--- config.mk ---
export PLATFORM = sky130hd
export DESIGN_NAME = display_scheduler_flat
export DESIGN_NICKNAME = d
export VERILOG_FILES = /design/src/rtl/display_scheduler_if.sv /design/src/rtl/display_scheduler.sv /design/src/flat_wrapper.sv
export SDC_FILE = /design/constraint.sdc
export NUM_CORES = 1
export LEC_CHECK = 0
export ABC_AREA = 1
export BUFFER_PORTS_ARGS = -buffer_cell sky130_fd_sc_hd__buf_2
export CORE_MARGIN = 5
export CORE_UTILIZATION = 40
export CTS_BUF_LIST = sky130_fd_sc_hd__clkbuf_8 sky130_fd_sc_hd__clkbuf_16
export CTS_CLUSTER_DIAMETER = 40
export DETAILED_ROUTE_END_ITERATION = 12
export PLACE_DENSITY = 0.57
export SYNTH_ARGS = -nofsm -noshare
export SYNTH_HDL_FRONTEND = slang
export SYNTH_SLANG_ARGS = --single-unit
--- constraint.sdc ---
create_clock -name clk -period 2.5 [get_ports clk]
set_input_delay 0.375 -clock clk [delete_from_list [all_inputs] [get_ports clk]]
set_output_delay 0.375 -clock clk [all_outputs]
set_load 0.02 [all_outputs]
--- src/rtl/display_scheduler_if.sv ---
// Bus between a value producer and the display scheduler: two signed
// sources with update pulses, a hold control, and the registered BCD
// result with its status flags.
interface display_scheduler_if;
  logic [16:0] val_a;
  logic        upd_a;
  logic [16:0] val_b;
  logic        upd_b;
  logic        hold;
  logic [3:0]  dig0;
  logic [3:0]  dig1;
  logic [3:0]  dig2;
  logic [3:0]  dig3;
  logic        neg;
  logic        ovf;
  logic        src;
  logic        busy;

  modport master (
    output val_a, upd_a, val_b, upd_b, hold,
    input  dig0, dig1, dig2, dig3, neg, ovf, src, busy
  );

  modport slave (
    input  val_a, upd_a, val_b, upd_b, hold,
    output dig0, dig1, dig2, dig3, neg, ovf, src, busy
  );
endinterface

--- src/rtl/display_scheduler.sv ---
// Time-shares a sign + four-digit display between two 17-bit signed
// sources. A dwell counter alternates the shown source; each conversion
// runs a 14-step shift-add-3 engine and only DONE updates the outputs.
module display_scheduler #(
  parameter int DWELL_CYCLES = 50000000,
  parameter int MAX_MAG      = 9999
) (
  input  logic               clk,
  input  logic               rst,
  display_scheduler_if.slave bus
);

  localparam int CW = $clog2(DWELL_CYCLES);

  typedef enum logic [1:0] {IDLE, LOAD, SHIFT, DONE} state_t;

  state_t         state_q;
  logic [CW-1:0]  dwell_q, dwell_d;
  logic           next_src_q, next_src_d;
  logic           pending_q, pending_d;
  logic [13:0]    mag_q;
  logic [15:0]    bcd_q;
  logic [3:0]     cnt_q;
  logic           sgn_q, sat_q, cap_src_q;
  logic [15:0]    dig_q;
  logic           neg_q, ovf_q, src_q, busy_q;

  logic           wrap;
  logic [16:0]    sel_val;
  logic [17:0]    ext_val, mag18;
  logic           load_sat;
  logic [13:0]    load_mag;
  logic [15:0]    bcd_adj;
  logic [29:0]    shifted;

  // Dwell counting, source toggling and the pending-conversion flag.
  always_comb begin
    // NOTE: every signal gets a default first so no path leaves it unassigned (no latch).
    dwell_d    = dwell_q;
    next_src_d = next_src_q;
    wrap       = 1'b0;
    if (!bus.hold) begin
      if (dwell_q == CW'(DWELL_CYCLES - 1)) begin
        dwell_d    = '0;
        next_src_d = ~next_src_q;
        wrap       = 1'b1;
      end else begin
        dwell_d = dwell_q + CW'(1);
      end
    end
    pending_d = pending_q;
    if (state_q == IDLE && pending_q) pending_d = 1'b0;
    // A fresh event wins over the IDLE consume; updates only count for the
    // source that is up next, the other is converted fresh on its turn.
    if (wrap || (bus.upd_a && !next_src_q) || (bus.upd_b && next_src_q))
      pending_d = 1'b1;
  end

  // Operand preparation for LOAD: 18-bit magnitude so -65536 becomes 65536.
  always_comb begin
    sel_val  = next_src_q ? bus.val_b : bus.val_a;
    ext_val  = {sel_val[16], sel_val};
    mag18    = sel_val[16] ? (18'd0 - ext_val) : ext_val;
    load_sat = (mag18 > 18'(MAX_MAG));
    load_mag = load_sat ? 14'(MAX_MAG) : mag18[13:0];
  end

  // One shift-add-3 step: correct nibbles >= 5, then shift the pair left.
  always_comb begin
    for (int i = 0; i < 4; i++) begin
      bcd_adj[i*4 +: 4] = (bcd_q[i*4 +: 4] >= 4'd5) ? bcd_q[i*4 +: 4] + 4'd3
                                                      : bcd_q[i*4 +: 4];
    end
    shifted = {bcd_adj, mag_q} << 1;
  end

  // Dwell and pending registers.
  always_ff @(posedge clk) begin
    // NOTE: sequential state uses non-blocking assignments only.
    if (!rst) begin
      dwell_q    <= '0;
      next_src_q <= 1'b0;
      pending_q  <= 1'b0;
    end else begin
      dwell_q    <= dwell_d;
      next_src_q <= next_src_d;
      pending_q  <= pending_d;
    end
  end

  // Conversion FSM with registered outputs.
  always_ff @(posedge clk) begin
    // NOTE: datapath registers are reset too, so an aborted conversion leaves nothing behind.
    if (!rst) begin
      state_q   <= IDLE;
      mag_q     <= '0;
      bcd_q     <= '0;
      cnt_q     <= '0;
      sgn_q     <= 1'b0;
      sat_q     <= 1'b0;
      cap_src_q <= 1'b0;
      dig_q     <= '0;
      neg_q     <= 1'b0;
      ovf_q     <= 1'b0;
      src_q     <= 1'b0;
      busy_q    <= 1'b0;
    end else begin
      case (state_q)
        IDLE: begin
          if (pending_q) begin
            state_q <= LOAD;
            busy_q  <= 1'b1;
          end
        end
        LOAD: begin
          mag_q     <= load_mag;
          sgn_q     <= sel_val[16];
          sat_q     <= load_sat;
          cap_src_q <= next_src_q;
          bcd_q     <= '0;
          cnt_q     <= '0;
          state_q   <= SHIFT;
        end
        SHIFT: begin
          {bcd_q, mag_q} <= shifted;
          cnt_q          <= cnt_q + 4'd1;
          if (cnt_q == 4'd13) begin
            state_q <= DONE;
            busy_q  <= 1'b0;
          end
        end
        DONE: begin
          dig_q   <= bcd_q;
          neg_q   <= sgn_q;
          ovf_q   <= sat_q;
          src_q   <= cap_src_q;
          state_q <= IDLE;
        end
        default: state_q <= IDLE;
      endcase
    end
  end

  assign bus.dig0 = dig_q[3:0];
  assign bus.dig1 = dig_q[7:4];
  assign bus.dig2 = dig_q[11:8];
  assign bus.dig3 = dig_q[15:12];
  assign bus.neg  = neg_q;
  assign bus.ovf  = ovf_q;
  assign bus.src  = src_q;
  assign bus.busy = busy_q;

endmodule

--- src/flat_wrapper.sv ---
// flat-port wrapper written by rule: the top's interface ports become plain ports
module display_scheduler_flat 
#(
  parameter int DWELL_CYCLES = 50000000,
  parameter int MAX_MAG      = 9999
)
  (clk, rst, bus_val_a, bus_upd_a, bus_val_b, bus_upd_b, bus_hold, bus_dig0, bus_dig1, bus_dig2, bus_dig3, bus_neg, bus_ovf, bus_src, bus_busy);
  display_scheduler_if bus_i ();
  input  logic clk;
  input  logic rst;
  input wire logic [$bits(bus_i.val_a)-1:0] bus_val_a;
  input wire logic [$bits(bus_i.upd_a)-1:0] bus_upd_a;
  input wire logic [$bits(bus_i.val_b)-1:0] bus_val_b;
  input wire logic [$bits(bus_i.upd_b)-1:0] bus_upd_b;
  input wire logic [$bits(bus_i.hold)-1:0] bus_hold;
  output wire logic [$bits(bus_i.dig0)-1:0] bus_dig0;
  output wire logic [$bits(bus_i.dig1)-1:0] bus_dig1;
  output wire logic [$bits(bus_i.dig2)-1:0] bus_dig2;
  output wire logic [$bits(bus_i.dig3)-1:0] bus_dig3;
  output wire logic [$bits(bus_i.neg)-1:0] bus_neg;
  output wire logic [$bits(bus_i.ovf)-1:0] bus_ovf;
  output wire logic [$bits(bus_i.src)-1:0] bus_src;
  output wire logic [$bits(bus_i.busy)-1:0] bus_busy;
  assign bus_i.val_a = bus_val_a;
  assign bus_i.upd_a = bus_upd_a;
  assign bus_i.val_b = bus_val_b;
  assign bus_i.upd_b = bus_upd_b;
  assign bus_i.hold = bus_hold;
  assign bus_dig0 = bus_i.dig0;
  assign bus_dig1 = bus_i.dig1;
  assign bus_dig2 = bus_i.dig2;
  assign bus_dig3 = bus_i.dig3;
  assign bus_neg = bus_i.neg;
  assign bus_ovf = bus_i.ovf;
  assign bus_src = bus_i.src;
  assign bus_busy = bus_i.busy;
  display_scheduler #(.DWELL_CYCLES(DWELL_CYCLES), .MAX_MAG(MAX_MAG)) u_core (.clk(clk), .rst(rst), .bus(bus_i));
endmodule
==> results.toml <==
[sta]
fmax_ghz = 0.441
slew_headroom_pct = 53.3
worst_pin_slew_ns = 0.700
setup_ws_ns = 0.231
fin_worst_skew_ns = 0.00683
hold_violations = 0
finalSetupViolations = 0
finalSetupTns_ns = 0
fin_crit_ns = 2.27
finalMaxSlewViolations = 0
fin_crit_sh_pct = 90.8

[synth]
ys_seq_area_share_pct = 35.2
ys.flop_type = "dfxtp_1"
synth_edf_count = 0
ys_ff_latch = 87
netlist_area_um2 = 4950
avgSynthCellArea_um2 = 6.81
synth_cell_type_count = 51
synth_fp_nets = 783
yosys_warnings = 0
synth-async-reset-ratio_pct = 0
syn_inst = 728

[worst_setup_path]
cp.arrival_ns = 2.53
r2r_cells = 17
path_cells = "buf_12, inv_8, nand2_1, nand2_2, ha_2, nand2_2, nor2_4, nand3_2, nand2_1, nand2_1, nand2_2, nand2_4, nor2_4, nand3_2, nand3_1, nand2_1, a21oi_1"
cp_max_fo = 19
startpoint = "u_core.next_src_q"
critPathCaptureType = "flip-flop"
cpMostUsedCell = "nand2_1"
cpMaxStageDelayCell = "dfxtp_2"
required_ns = 2.76
rr_startpoint = "u_core.next_src_q"
critPathMaxStageDelay_ns = 0.34
r2r_slack_ns = 0.23
start_kind = "flip-flop"
crit_type = "flip-flop to flip-flop"
worst_r2r_endpoint = "u_core.mag_q[2]"

[floorplanning]
initial_core_util_pct = 41.1
dieArea_um2 = 14700
io_pins = 59
rows = 40
die_w_um = 121
core_area_um2 = 12100
die_y_um = 121

[drt]
first_pass_iters = 5
routed_wl_um = 11400
final_antenna_net_count = 0
via_per_inst = 4.91
wl_per_cell_um = 11.9
drt_iter0_markers = 213
drc_errors = 0
num_vias = 4690

[hold_path]
min_path_type = "input port to flip-flop"
min_from = "bus_upd_a"
whs_path_depth = 3
min_to = "u_core.pending_q"

[power_and_ir_drop]
p_leak_nw = 2.47
powerDensity_nw_per_um2 = 739
vdd_drop_max_mv = 0.466

[layout]
fin_area_um2 = 5790
diodes = 0
finish.net_count = 838
area_growth_pct = 16.8
final_cell_mix = "nand2_1 (145), inv_1 (114), dfxtp_1 (86)"
final_common_cell = "nand2_1"
fin_util_pct = 48.0
drive_above_1_share_pct = 17.1

[placement]
placed_area_um2 = 5370
numPortBuffers = 58
dp_hpwl_um = 8230
pre_cts_ws_ns = 0.0371
place_congestion = 0.842

[global_route]
grt_max_degree = 38
grt_pass1_vias = 4628
grt-ovfl-total = 0
grt_pass1_wl_um = 19600
grt_use_total_pct = 16.1
antenna_found_initial = 0

[run]
max_cap_viol_count = 0

[clock_tree]
cts_tree = "yes"
clock_latency_ns = 0.34
cts_root_buf = "clkbuf_16"
clk_pin_slew_ns = 0.06
cts_buffer_depth = 2
clock_sinks = 87
cts_buffers = 9
htree_levels = 3

[run_status]
status = "finished clean"
## worst max path at each step
stage / end / slack [ns] / cells after the start
after detailed placement: u_core.mag_q[9] / 0.04 / 16
after floorplan: u_core.sat_q / 0.38 / 17
after global placement: u_core.mag_q[2] / 0.10 / 16
after CTS: u_core.mag_q[9] / 0.02 / 16
after global routing: u_core.mag_q[7] / -0.002 / 16
final: u_core.mag_q[2] / 0.23 / 17
## critical path: cells and delay by family (launching register included)
family                   cells  cell delay [ns]
AND/OR/NAND/NOR             13             1.26
flip-flops                   1             0.34
buffers and inverters        2             0.25
AO/OA/AOI/OAI                1             0.11
adder cells (fa/ha/maj)      1             0.19
## cell type report
| type | count | area [µm²] |
|---|---|---|
| fillers | 1240 | 6270 |
| multi-input cells | 500 | 2640 |
| flip-flops and latches | 87 | 1740 |
| inverters | 116 | 443 |
| repair buffers | 69 | 415 |
| clock buffers | 9 | 225 |
| well taps | 168 | 210 |
| clock inverters | 7 | 113 |
## state kept, by name, summed over array words and instances, names as in the netlist
name               cells
u_core.bcd_q          16
u_core.next_src_q      1
u_core.cap_src_q       1
u_core.pending_q       1
u_core.bus.neg         1
u_core.dwell_q        26
u_core.bus.busy        1
u_core.sat_q           1
u_core.cnt_q           4
u_core.sgn_q           1
u_core.bus.ovf         1
u_core.bus.src         1
u_core.state_q         2
u_core.dig_q          16
u_core.mag_q          14
## kinds of logic (layout without fill, tap and decap cells)
| kind of cell | Yosys count | after routing | synth area share [%] |
|---|---|---|---|
| flops | 87 | 87 | 35.2 |
| xor+xnor | 8 | 8 | 1.41 |
| buf+inv | 142 | 201 | 12.1 |
| fa+ha+maj | 16 | 16 | 4.04 |
| simple gates | 320 | 321 | 29.8 |
| compound gates | 155 | 155 | 17.5 |
## cell usage after synthesis, drive strengths merged, types with 2 or more instances
cell type	count	share of area, %
nand2	163	13
inv	115	8.8
dfxtp	87	35
a21oi	72	7.7
nor2	71	6.0
o21ai	63	6.8
nand3	45	5.4
nor3	19	1.9
clkbuf	16	1.4
ha	16	4.0
nand4	12	1.5
buf	10	1.8
xor2	6	1.1
o22ai	5	0.63
a31oi	4	0.50
nor3b	3	0.66
a221oi	2	0.35
and3	2	0.25
nor4	2	0.38
o211ai	2	0.30
or2	2	0.25
xnor2	2	0.35
## power breakdown
part	internal [mW]	switching (mW)	leakage (nW)	total, mW
clock network	0.970	0.539	0.171	1.51
logic	0.365	0.766	1.60	1.13
registers	1.54	0.0891	0.706	1.63
## through the flow
stage | hold WS (ns) | power [mW] | cells
global route | 0.306 | 4.56 | 956
global placement | 0.455 | 2.76 | 936
CTS | 0.305 | 4.33 | 952
detailed placement | 0.460 | 2.79 | 936
finish | 0.315 | 4.27 | 956
floorplan | 0.441 | 2.46 | 728
## metal layers
metal  part of all wire, %  global-route usage, %
met5                     0                      0
met4                   1.4                   5.53
met3                   3.2                   4.15
met2                    51                   29.4
met1                    45                   17.9
## repair_timing
| action | in CTS | in global routing |
|---|---|---|
| setup buffers | 0 | 2 |
| resized for setup | 0 | 7 |
| hold buffers | 0 | 0 |
| setup endpoints to repair | 0 | 15 |
Power figures use the tool's default switching activity.
